`src/rtl/uart_pkg.sv`:
```
// Shared UART definitions for uart_tx and uart_rx: FSM state encoding, data width, default oversampling.
// Latency: n/a (package only).
// Backpressure: n/a.
package uart_pkg;

  localparam int UART_DATA_BITS  = 8;
  localparam int UART_OVERSAMPLE = 16;

  // 3-bit encoding; the unused codes 6 and 7 are recovered to S_IDLE by the receiver.
  typedef enum logic [2:0] {
    S_IDLE   = 3'd0,
    S_START  = 3'd1,
    S_DATA   = 3'd2,
    S_STOP   = 3'd3,
    S_BREAK  = 3'd4,
    S_PARITY = 3'd5
  } uart_state_e;

  // Even parity: the parity bit that makes the total count of ones even.
  function automatic logic uart_even_par(input logic [UART_DATA_BITS-1:0] d);
    return ^d;
  endfunction

endpackage

```
`src/rtl/uart_sync.sv`:
```
// Multi-flop synchronizer for an asynchronous level; resets to 1 (idle UART line).
// Latency: STAGES i_clk cycles from i_d to o_q.
// Backpressure: none, samples every i_clk.
//
// Ports:
//   i_clk  - clock
//   i_rst  - asynchronous active-high reset, forces every stage to 1
//   i_d    - asynchronous input
//   o_q    - synchronized output
module uart_sync #(
  parameter int STAGES = 2
) (
  input  logic i_clk,
  input  logic i_rst,
  input  logic i_d,
  output logic o_q
);

  logic [STAGES-1:0] sync_q;
  logic [STAGES-1:0] sync_d;

  always_comb begin
    sync_d = {sync_q[STAGES-2:0], i_d};
  end

  always_ff @(posedge i_clk or posedge i_rst) begin
    if (i_rst) begin
      sync_q <= '1;
    end else begin
      sync_q <= sync_d;
    end
  end

  assign o_q = sync_q[STAGES-1];

endmodule

```
`src/rtl/uart_rx.sv`:
```
// UART receiver: 1 start, 8 data bits MSB-first, 1 stop; optional even parity (macro UART_RX_PARITY_EN).
// Latency: o_valid rises 1 i_clk after the i_rxpulse tick that samples the stop bit.
// Backpressure: valid/ready output holds one byte; a byte completing while it is still held is dropped with o_overrun.
//
// Ports:
//   i_clk        - system clock
//   i_rst        - asynchronous active-high reset (internal w_intrst)
//   i_rxpulse    - one-cycle tick at OVERSAMPLE x baud
//   i_rxd        - asynchronous serial line, idle high
//   o_data       - received byte, stable while o_valid && !i_ready
//   o_valid      - o_data holds an unconsumed byte
//   i_ready      - downstream accepts the byte
//   o_frame_err  - 1-cycle pulse: stop bit sampled 0
//   o_overrun    - 1-cycle pulse: completed byte dropped, output still occupied
//   o_parity_err - (UART_RX_PARITY_EN only) 1-cycle pulse with the deliver cycle on parity mismatch
module uart_rx
  import uart_pkg::*;
#(
  parameter int OVERSAMPLE  = UART_OVERSAMPLE,
  parameter int SYNC_STAGES = 2
) (
  input  logic                      i_clk,
  input  logic                      i_rst,
  input  logic                      i_rxpulse,
  input  logic                      i_rxd,
  output logic [UART_DATA_BITS-1:0] o_data,
  output logic                      o_valid,
  input  logic                      i_ready,
  output logic                      o_frame_err,
`ifdef UART_RX_PARITY_EN
  output logic                      o_parity_err,
`endif
  output logic                      o_overrun
);

  localparam int CW = $clog2(OVERSAMPLE);
  localparam logic [CW-1:0] HALF_M1 = CW'(OVERSAMPLE / 2 - 1);
  localparam logic [CW-1:0] FULL_M1 = CW'(OVERSAMPLE - 1);

  logic w_intrst;
  logic rxd_s;

  assign w_intrst = i_rst;

  uart_sync #(
    .STAGES (SYNC_STAGES)
  ) u_sync (
    .i_clk (i_clk),
    .i_rst (w_intrst),
    .i_d   (i_rxd),
    .o_q   (rxd_s)
  );

  uart_state_e               state_q,    state_d;
  logic [CW-1:0]             tick_cnt_q, tick_cnt_d;
  logic [2:0]                bit_cnt_q,  bit_cnt_d;
  logic [UART_DATA_BITS-1:0] shift_q,    shift_d;
  logic [UART_DATA_BITS-1:0] data_q,     data_d;
  logic                      valid_q,    valid_d;
  logic                      ferr_q,     ferr_d;
  logic                      ovr_q,      ovr_d;
`ifdef UART_RX_PARITY_EN
  logic                      par_q,      par_d;
  logic                      perr_q,     perr_d;
`endif
  logic                      dlv;

  always_comb begin
    state_d    = state_q;
    tick_cnt_d = tick_cnt_q;
    bit_cnt_d  = bit_cnt_q;
    shift_d    = shift_q;
    data_d     = data_q;
    valid_d    = valid_q;
    ferr_d     = 1'b0;
    ovr_d      = 1'b0;
`ifdef UART_RX_PARITY_EN
    par_d      = par_q;
    perr_d     = 1'b0;
`endif
    dlv        = 1'b0;

    case (state_q)
      S_IDLE: begin
        if (i_rxpulse && !rxd_s) begin
          tick_cnt_d = '0;
          state_d    = S_START;
        end
      end

      S_START: begin
        if (i_rxpulse) begin
          if (tick_cnt_q == HALF_M1) begin
            tick_cnt_d = '0;
            if (!rxd_s) begin
              // Start bit confirmed at its centre; later samples land mid-bit.
              bit_cnt_d = 3'd7;
              state_d   = S_DATA;
            end else begin
              state_d = S_IDLE;
            end
          end else begin
            tick_cnt_d = tick_cnt_q + 1'b1;
          end
        end
      end

      S_DATA: begin
        if (i_rxpulse) begin
          if (tick_cnt_q == FULL_M1) begin
            tick_cnt_d = '0;
            shift_d    = {shift_q[UART_DATA_BITS-2:0], rxd_s};
            if (bit_cnt_q == 3'd0) begin
`ifdef UART_RX_PARITY_EN
              state_d = S_PARITY;
`else
              state_d = S_STOP;
`endif
            end else begin
              bit_cnt_d = bit_cnt_q - 3'd1;
            end
          end else begin
            tick_cnt_d = tick_cnt_q + 1'b1;
          end
        end
      end

`ifdef UART_RX_PARITY_EN
      S_PARITY: begin
        if (i_rxpulse) begin
          if (tick_cnt_q == FULL_M1) begin
            tick_cnt_d = '0;
            par_d      = rxd_s;
            state_d    = S_STOP;
          end else begin
            tick_cnt_d = tick_cnt_q + 1'b1;
          end
        end
      end
`endif

      S_STOP: begin
        if (i_rxpulse) begin
          if (tick_cnt_q == FULL_M1) begin
            tick_cnt_d = '0;
            if (rxd_s) begin
              dlv     = 1'b1;
              state_d = S_IDLE;
            end else begin
              ferr_d  = 1'b1;
              state_d = S_BREAK;
            end
          end else begin
            tick_cnt_d = tick_cnt_q + 1'b1;
          end
        end
      end

      // A line held low after a bad stop bit must not be taken as a new start bit.
      S_BREAK: begin
        if (rxd_s) begin
          state_d = S_IDLE;
        end
      end

      default: begin
        state_d    = S_IDLE;
        tick_cnt_d = '0;
      end
    endcase

    // Output slot: a transfer empties it, a deliver in the same cycle refills it without a gap.
    if (valid_q && i_ready) begin
      valid_d = 1'b0;
    end
    if (dlv) begin
      if (!valid_q || i_ready) begin
        data_d  = shift_q;
        valid_d = 1'b1;
      end else begin
        ovr_d = 1'b1;
      end
`ifdef UART_RX_PARITY_EN
      perr_d = par_q ^ uart_even_par(shift_q);
`endif
    end
  end

  always_ff @(posedge i_clk or posedge w_intrst) begin
    if (w_intrst) begin
      state_q    <= S_IDLE;
      tick_cnt_q <= '0;
      bit_cnt_q  <= '0;
      shift_q    <= '0;
      data_q     <= '0;
      valid_q    <= 1'b0;
      ferr_q     <= 1'b0;
      ovr_q      <= 1'b0;
`ifdef UART_RX_PARITY_EN
      par_q      <= 1'b0;
      perr_q     <= 1'b0;
`endif
    end else begin
      state_q    <= state_d;
      tick_cnt_q <= tick_cnt_d;
      bit_cnt_q  <= bit_cnt_d;
      shift_q    <= shift_d;
      data_q     <= data_d;
      valid_q    <= valid_d;
      ferr_q     <= ferr_d;
      ovr_q      <= ovr_d;
`ifdef UART_RX_PARITY_EN
      par_q      <= par_d;
      perr_q     <= perr_d;
`endif
    end
  end

  assign o_data      = data_q;
  assign o_valid     = valid_q;
  assign o_frame_err = ferr_q;
  assign o_overrun   = ovr_q;
`ifdef UART_RX_PARITY_EN
  assign o_parity_err = perr_q;
`endif

endmodule

```
`config.mk`:
```
export PLATFORM = sky130hd
export DESIGN_NAME = uart_rx
export DESIGN_NICKNAME = d
export VERILOG_FILES = /design/src/rtl/uart_pkg.sv /design/src/rtl/uart_sync.sv /design/src/rtl/uart_rx.sv
export SDC_FILE = /design/constraint.sdc
export NUM_CORES = 1
export LEC_CHECK = 0
export ABC_AREA = 1
export CORE_MARGIN = 2
export CORE_UTILIZATION = 40
export CTS_BUF_LIST = sky130_fd_sc_hd__clkbuf_2
export CTS_CLUSTER_SIZE = 25
export DETAILED_ROUTE_END_ITERATION = 10
export PLACE_DENSITY = 0.65
export SYNTH_ARGS = -nofsm -noshare
export SYNTH_HDL_FRONTEND = slang
export SYNTH_HIERARCHICAL = 1
export SYNTH_SLANG_ARGS = --single-unit
```
`constraint.sdc`:
```
create_clock -name i_clk -period 1.8 [get_ports i_clk]
set_clock_uncertainty 0.1 [all_clocks]
set_input_delay 0.18 -clock i_clk [delete_from_list [all_inputs] [get_ports i_clk]]
set_output_delay 0.18 -clock i_clk [all_outputs]
set_load 0.05 [all_outputs]
```
==> out/metrics.yaml <==
outcome: "finished clean"
wl_per_cell_um: 10.2
critPathCaptureType: "flop"
antenna_found_initial: 0
rsz0062_at_grt: "no"
clk_pin_slew_ns: 0.16
powerDensity_mw_per_mm2: 1120
min_path_type: "input port to async pin"
slew_violations: 0
cp_data_arrival_time_ns: 1.84
gr-total-overflow: 0
synth_area_mm2: 0.00151
reg2reg_setup_slack_ns: 0.12
critPathMaxFanout: 15
required_ns: 1.96
p_total_mw: 2.00
startpoint: "tick_cnt_q[1]"
dr.first_iter.drc_count: 28
grt_pass1_wl_um: 4560
ctsHoldBuffers: 0
fmax_ghz: 0.594
relSlewSlack_pct: 67.2
die_h_um: 65.3
core_mm2: 0.00363
final_area_mm2: 0.00179
dr.pass1.iters: 4
grt_max_degree: 30
die_w_um: 65.3
area_growth_pct: 18.7
synth_fp_nets: 186
seq_area_frac_synth_pct: 51.7
grt_pass1_vias: 1086
vias: 1143
hold_violations: 0
placed_area_mm2: 0.00172
p_leak_nw: 0.906
ant_nets: 0
layout_commonest_cell: "nand2_1"
drcViolationCount: 0
reg2regPathDepth: 8
vdd_ir_drop_max_uv: 689
clkLatencyLatePin_ns: 0.36
hpwl_um: 1930
syn_area_per_cell_um2: 8.46
path_cells: "ha_2, nand2_1, nor2_4, nand2_2, nor3_4, nand2_4, nand2_1, o21ai_2"
wl_um: 2570
cts.path.max_buffers: 2
yosys_warnings: 6
place.gp.congestion: 0.821
synth_seq_cells: 31
dieArea_mm2: 0.00427
cts_setup_buffers: 0
rr_startpoint: "tick_cnt_q[1]"
ios: 16
critPathLaunchType: "flop"
maxCapViolCount: 0
floorplan.initialDensity_pct: 41.4
slowest_stage: "dfrtp_1"
cts_tree: "yes"
antenna_cells: 0
max_stage_delay_ns: 0.41
synthesis.instances: 178
period_needed_ns: 1.68
setup_violations: 0
regToRegEndpoint: "o_data[2]"
final_cell_mix: "nand2_1 (53), dfrtp_1 (29), inv_1 (24), nand3_1 (14), nor2_1 (11)"
synth_cell_types: 23
cts_sinks: 31
std_cell_rows: 22
min_period_over_period_pct: 93.5
track_usage_pct: 14.2
cts.htree.levels: 2
cts_root_buf: "clkbuf_2"
nNetsFinal: 210
worstSetupPathType: "flop to flop"
worst_pin_slew_ns: 0.495
drive_above_1_share_pct: 17.2
viasPerCell: 4.55
portBuffers: 15
crit_top_cell: "nand2_1"
cts_buffers: 5
==> repair_timing <==
action / CTS / global route
pin swaps: 0 / 1
setup endpoints to repair: 16 / 8
gates resized for setup: 10 / 2
==> through the flow <==
step	hold slack, ns	setup slack [ns]	setup TNS [ns]	util [%]	std cells
floorplan	-0.00850	0.206	0	-	178
global placement	0.246	0.0685	0	47.5	243
detailed placement	0.249	-0.00707	-0.00976	47.5	243
CTS	0.0211	0.0762	0	49.0	251
global route	0.0497	0.00113	0	49.2	251
finish	0.0481	0.117	0	49.2	251
==> area by class of cell <==
cell class / instances / area, um^2
Inverter: 26 / 97.6
Clock inverter: 3 / 38.8
Timing Repair Buffer: 19 / 164
Multi-Input combinational cell: 119 / 623
Clock buffer: 5 / 25.0
Fill cell: 366 / 1850
Sequential cell: 31 / 778
Tap cell: 48 / 60.1
==> critical path: cells and delay by family, from the launching register on <==
family,cells,cell delay (ns)
simple gates,6,0.82
flops,1,0.41
fa+ha+maj,1,0.20
compound gates,1,0.05
==> cell usage after synthesis <==
cell type  number  area share, %
a31oi_1         1           0.42
buf_2           1           0.33
buf_6           1           0.75
dfrtp_1        29             48
dfstp_2         2            3.5
ha_1            3            2.5
inv_1          24            6.0
inv_2           2           0.50
nand2_1        53             13
nand2_2         4            1.7
nand3_1        14            4.7
nand3_2         1           0.67
nand3b_1        1           0.50
nand4_1         4            1.7
nor2_1         12            3.0
nor2_2          2           0.83
nor2_4          1           0.75
nor3_4          1            1.1
o21ai_0         9            3.0
o21ai_1         3            1.0
o21ai_2         7            4.1
xnor2_1         2            1.2
xor2_1          1           0.58
==> power breakdown <==
part / leakage (nW) / internal (mW) / switching (mW)
clock network: 0.0404 / 0.229 / 0.232
logic: 0.451 / 0.260 / 0.404
registers: 0.415 / 0.784 / 0.0866
total: 0.906 / 1.27 / 0.723
==> kinds of logic after synthesis <==
family	share of synthesized area, %
xor+xnor	1.75
fa+ha+maj	2.49
simple gates	28.0
buf+inv	7.56
compound gates	8.48
flops	51.7
==> layer usage <==
layer / wire length [um] / GRT usage [%] / vias up
met5: 0 / 0 / -
met2: 1120 / 21.2 / 20
met1: 1300 / 18.6 / 506
li1: - / - / 613
met3: 105 / 5.14 / 4
met4: 36 / 6.25 / 0
==> flip-flops by register name, summed over array words and instances (netlist names) <==
name,cells
shift_q,8
bit_cnt_q,3
o_overrun,1
tick_cnt_q,4
o_data,8
o_valid,1
state_q,3
o_frame_err,1
u_sync/sync_q,2
==> how the worst max path moves through the flow <==
stage,end,slack [ns]
finish,o_data[2],0.12
global route,o_data[6],0.001
CTS,o_data[6],0.08
detailed placement,o_data[6],-0.007
global placement,o_data[5],0.07
floorplan,o_data[0],0.21
Power figures use the tool's default switching activity.
